### src/rtl/digit_tile_fetch.sv
// Tile-mapped digit fetch: a 16x16 store of 4-bit digit codes, read in raster order for a digit ROM.
// Defining DIGIT_TILE_CLEAR_EN adds the full-screen clear engine (busy / clr_done).
module digit_tile_fetch #(
  parameter int COLS = 16,
  parameter int ROWS = 15
) (
  input  logic       clk,
  input  logic       reset,
  input  logic [8:0] hpos,
  input  logic [8:0] vpos,
  input  logic       display_on,
  input  logic       wr_en,
  input  logic [3:0] wr_col,
  input  logic [3:0] wr_row,
  input  logic [3:0] wr_data,
  output logic       wr_ready,
  input  logic       clr_req,
  input  logic [3:0] clr_value,
  output logic       busy,
  output logic       clr_done,
  output logic [3:0] digit,
  output logic [2:0] digit_yoff,
  output logic [2:0] digit_xoff,
  output logic       tile_on
);

  localparam logic [4:0] COLS_LIM = 5'(COLS);
  localparam logic [4:0] ROWS_LIM = 5'(ROWS);

  logic [3:0] tiles [256];
  logic       mem_we;
  logic [7:0] mem_addr;
  logic [3:0] mem_data;
  logic       clr_we;
  logic [7:0] clr_addr;
  logic [3:0] clr_val;
  logic       wr_in_range;
  logic       unused_bits;

  // Only the 2x-scaled glyph bits and the tile index are needed from the counters.
  assign unused_bits = ^{hpos[8], hpos[0], vpos[8], vpos[0]};

  assign wr_ready    = !busy;
  assign wr_in_range = ({1'b0, wr_row} < ROWS_LIM) && ({1'b0, wr_col} < COLS_LIM);

`ifdef DIGIT_TILE_CLEAR_EN
  localparam logic [3:0] COL_LAST = 4'(COLS - 1);
  localparam logic [3:0] ROW_LAST = 4'(ROWS - 1);

  typedef enum logic {IDLE, CLEAR} state_t;

  state_t     state;
  logic [3:0] clr_row;
  logic [3:0] clr_col;

  // NOTE: sequential state uses non-blocking assignments so every register samples pre-edge values.
  always_ff @(posedge clk or posedge reset) begin
    if (reset) begin
      state    <= IDLE;
      busy     <= 1'b0;
      clr_done <= 1'b0;
      clr_row  <= '0;
      clr_col  <= '0;
      clr_val  <= '0;
    end else begin
      clr_done <= 1'b0;
      if (state == IDLE) begin
        if (clr_req) begin
          state   <= CLEAR;
          busy    <= 1'b1;
          clr_val <= clr_value;
          clr_row <= '0;
          clr_col <= '0;
        end
      end else begin
        if (clr_col == COL_LAST) begin
          clr_col <= '0;
          if (clr_row == ROW_LAST) begin
            state    <= IDLE;
            busy     <= 1'b0;
            clr_done <= 1'b1;
            clr_row  <= '0;
          end else begin
            clr_row <= clr_row + 4'd1;
          end
        end else begin
          clr_col <= clr_col + 4'd1;
        end
      end
    end
  end

  assign clr_we   = (state == CLEAR);
  assign clr_addr = {clr_row, clr_col};
`else
  logic unused_clr;

  assign unused_clr = ^{clr_req, clr_value};
  assign busy       = 1'b0;
  assign clr_done   = 1'b0;
  assign clr_we     = 1'b0;
  assign clr_addr   = '0;
  assign clr_val    = '0;
`endif

  // NOTE: every always_comb output gets a default first so no path leaves it unassigned (no latch).
  always_comb begin
    mem_we   = 1'b0;
    mem_addr = '0;
    mem_data = '0;
    if (clr_we) begin
      mem_we   = 1'b1;
      mem_addr = clr_addr;
      mem_data = clr_val;
    end else if (wr_en && wr_ready && wr_in_range) begin
      mem_we   = 1'b1;
      mem_addr = {wr_row, wr_col};
      mem_data = wr_data;
    end
  end

  // NOTE: the tile store is deliberately not reset; it must survive a reset and maps onto plain RAM.
  always_ff @(posedge clk) begin
    if (mem_we) tiles[mem_addr] <= mem_data;
  end

  // The read samples the array before this edge's write lands, giving read-before-write.
  always_ff @(posedge clk or posedge reset) begin
    if (reset) begin
      digit      <= '0;
      digit_yoff <= '0;
      digit_xoff <= '0;
      tile_on    <= 1'b0;
    end else begin
      digit      <= tiles[{vpos[7:4], hpos[7:4]}];
      digit_yoff <= vpos[3:1];
      digit_xoff <= hpos[3:1];
      tile_on    <= display_on;
    end
  end

endmodule

### config.mk
export PLATFORM = sky130hd
export DESIGN_NAME = digit_tile_fetch
export DESIGN_NICKNAME = d
export VERILOG_FILES = /design/src/rtl/digit_tile_fetch.sv
export SDC_FILE = /design/constraint.sdc
export NUM_CORES = 1
export LEC_CHECK = 0
export ABC_AREA = 1
export CAP_MARGIN = 20
export CORE_ASPECT_RATIO = 1.5
export CORE_MARGIN = 4
export CORE_UTILIZATION = 42
export CTS_CLUSTER_DIAMETER = 60
export DETAILED_ROUTE_END_ITERATION = 16
export PLACE_DENSITY = 0.59
export SYNTH_ARGS = -nofsm -noshare
export SYNTH_HDL_FRONTEND = slang
export SYNTH_SLANG_ARGS = --single-unit
### constraint.sdc
create_clock -name clk -period 2.95 [get_ports clk]
set_input_delay 0.59 -clock clk [delete_from_list [all_inputs] [get_ports clk]]
set_output_delay 0.59 -clock clk [all_outputs]
set_load 0.02 [all_outputs]
==> run metrics <==
Starting DRT DRC Count=2,379; nets=4,049; GPL Wtd Cong=approximately 0.84; clock period minus worst slack=2400 ps; mapped cell area=0.0431 mm^2; placed instance area=roughly 0.048 mm^2; CTS Buffer Depth=3; buffers added on ports=40; Chip Height=400 um; Post-synth ARST share=under 10%; LEAKAGE=about 18 nW; Final Skew=~30 ps; final instance area=roughly 0.05 mm^2; post-synthesis sequential area ratio=between 70% and 80%; Via density=between 5 and 6; Worst Hold Class=primary input to async pin; antenna viol nets, final=0; die area=between 0.1 and 0.15 mm^2; status=finished, final reports clean; Mean Syn Cell Area=between 10 and 15 um^2; TritonCTS clock tree=yes; max-cap viol count=0; gr usage total=about 21%; total number of H-tree levels=3; # DRC=0; total clock sinks=about 1,000; grt ovf=0; WP data required=approximately 3300 ps; total core area=just over 0.1 mm^2; clock root buffer=clkbuf_16; Setup Viol. Count Final=0; dpl hpwl=a little over 70 mm; Final Worst Setup Slack=between 500 and 600 ps; VDD IR max=0.473 mV; Die W=269 um; Boundary Pins=53; FILL cells=8,853; endpoints failing hold=0; Max Fclk=between 400 and 500 MHz; warnings from Yosys=0; critical path class=primary input to flip-flop; Clock transition at path regs=around 60 ps; most common library cells after synthesis=1,098 x nand2_1, 1,024 x edfxtp_1, 986 x nand3_1; drt wl/cell=about 21 um; CP max FO=16; crit share post-route=between 80 and 90%; Cell variety after synth=24; cts hold-fix bufs=0; most frequent cell after synthesis=nand2_1; #FFs+latches synth=1,035; Resize count post-CTS=0; TritonRoute pass-1 iters=6; Worst Path Arrival=between 2000 and 3000 ps; vias in the first global route=28,500; Synth top area share=slightly above 70%; RSZ-0062 raised after global routing=false; largest net degree at the start of global routing=87; Top FF cell, synth=edfxtp_1; Max Transition Viols Final=0; Area growth syn-to-layout=18.5%; Slew @ Worst Pin=~600 ps; area leader, netlist=edfxtp_1; initial core utilization=between 40% and 50%; Worst-Skew Late Latency=about 700 ps; crit start category=primary input; drt total wl=between 100 and 150 mm; power per cell area=just over 600 mW/mm^2; initial antenna violation count=2; leading cell types by total area after synthesis=edfxtp_1 71%, nand3_1 11%, nand2_1 9.6%, nor2_1 2.1%, buf_2 1.5%; Post-CTS Setup Repair Bufs=0; Setup WS pre-CTS=-130 ps; EDFF count, synth=1,024; Synth Instances=between 3,000 and 4,000; layout cells sized above 1=between 10% and 20%; number of buffers created by CTS=between 90 and 100; max_slew headroom=between 50% and 60%; Critical Path Sink Type=flip-flop; routed vias=roughly 28,000; num rows=~140; first-pass GRT wire length=169 mm
## cell usage in the layout, fill, tap and decap left out, types with 2 or more instances in the layout
master / n
buf_4: 279
nand2_4: 24
clkdlybuf4s50_1: 35
inv_12: 2
edfxtp_1: 1024
nor2_4: 9
clkbuf_16: 95
clkinv_4: 2
o21ai_4: 4
conb_1: 67
buf_12: 91
clkinv_16: 4
nor2_2: 4
clkinvlp_4: 3
nand2_2: 9
dfrtp_1: 11
buf_8: 2
inv_8: 3
buf_2: 2
bufinv_16: 10
clkinv_1: 18
inv_2: 4
inv_1: 15
clkbuf_1: 17
inv_16: 3
nand2_1: 1098
clkinv_2: 17
inv_4: 2
nor2_1: 237
nand3_1: 986
## sequential cells by signal, indices dropped and copies added (netlist names)
name        count
tile_on         1
tiles        1024
digit           4
digit_xoff      3
digit_yoff      3
## through the flow
step	hold slack, ps	TNS, ps	utilization (%)	power, mW	cells
6_report	190	0	50.2	31.0	5389
5_1_grt	218	0	50.2	32.1	5388
4_1_cts	159	0	50.2	31.2	5388
3_5_place_dp	914	-23220	47.2	19.0	5218
3_3_place_gp	896	-16110	47.2	19.0	5218
2_1_floorplan	442	-664870	-	18.0	3761
## kinds of logic after synthesis
kind of cell | count (synthesis) | share of synthesized area [%]
simple gates | 2371 | 24.2
other cells | 2 | 0.0174
buf+inv | 284 | 3.57
flops | 1035 | 72.0
compound gates | 4 | 0.151
## per-layer routing
metal  vias up  routed length (um)  track usage [%]
met5         -                  13                0
met4         2                4660             9.17
met2       893               58300             37.5
li1      13500                   -                -
met1     13800               43900             24.9
met3       229                6600             2.93
## final cells by class
cell class                      instances  area [um^2]  share of cell area (%)
Antenna cell                            1         2.50                 0.00490
Multi-Input combinational cell       2442        10800                    21.1
Clock inverter                         58          681                    1.33
Timing Repair Buffer                  409         4310                    8.44
Clock buffer                          112         2440                    4.78
Tap cell                             1305         1630                    3.20
Sequential cell                      1035        31000                    60.8
Inverter                               27          168                   0.328
## critical path, stage by stage
cell and delay (ps):
clkdlybuf4s50_1 560, inv_12 100, nor4_4 50, nor2_4 370
inv_4 70, nor2_1 130, nand2_1 90, inv_2 150
buf_4 150, nand2_4 150, nor2_1 320
## report_power, final
part	leakage [nW]	switching, mW	internal (mW)
clock network	1.51	5.47	6.86
logic	8.60	1.61	0.729
registers	8.22	0.0293	16.3
## worst paths after layout
check | from | to | slack, ps | depth (start not counted)
min in group clk | vpos[2] | digit_yoff[1]$_DFF_PP0_ | 340 | 1
max | wr_row[0] | tiles[82][3]$_DFFE_PP_ | 550 | 11
max in group asynchronous | reset | digit_xoff[2]$_DFF_PP0_ | 2470 | 2
max reg2reg | tiles[138][1]$_DFFE_PP_ | digit[1]$_DFF_PP0_ | 1060 | 10
min | reset | tile_on$_DFF_PP0_ | 190 | 2
min reg2reg | tiles[212][3]$_DFFE_PP_ | digit[3]$_DFF_PP0_ | 1080 | 10
(Power assumes the default switching activity.)
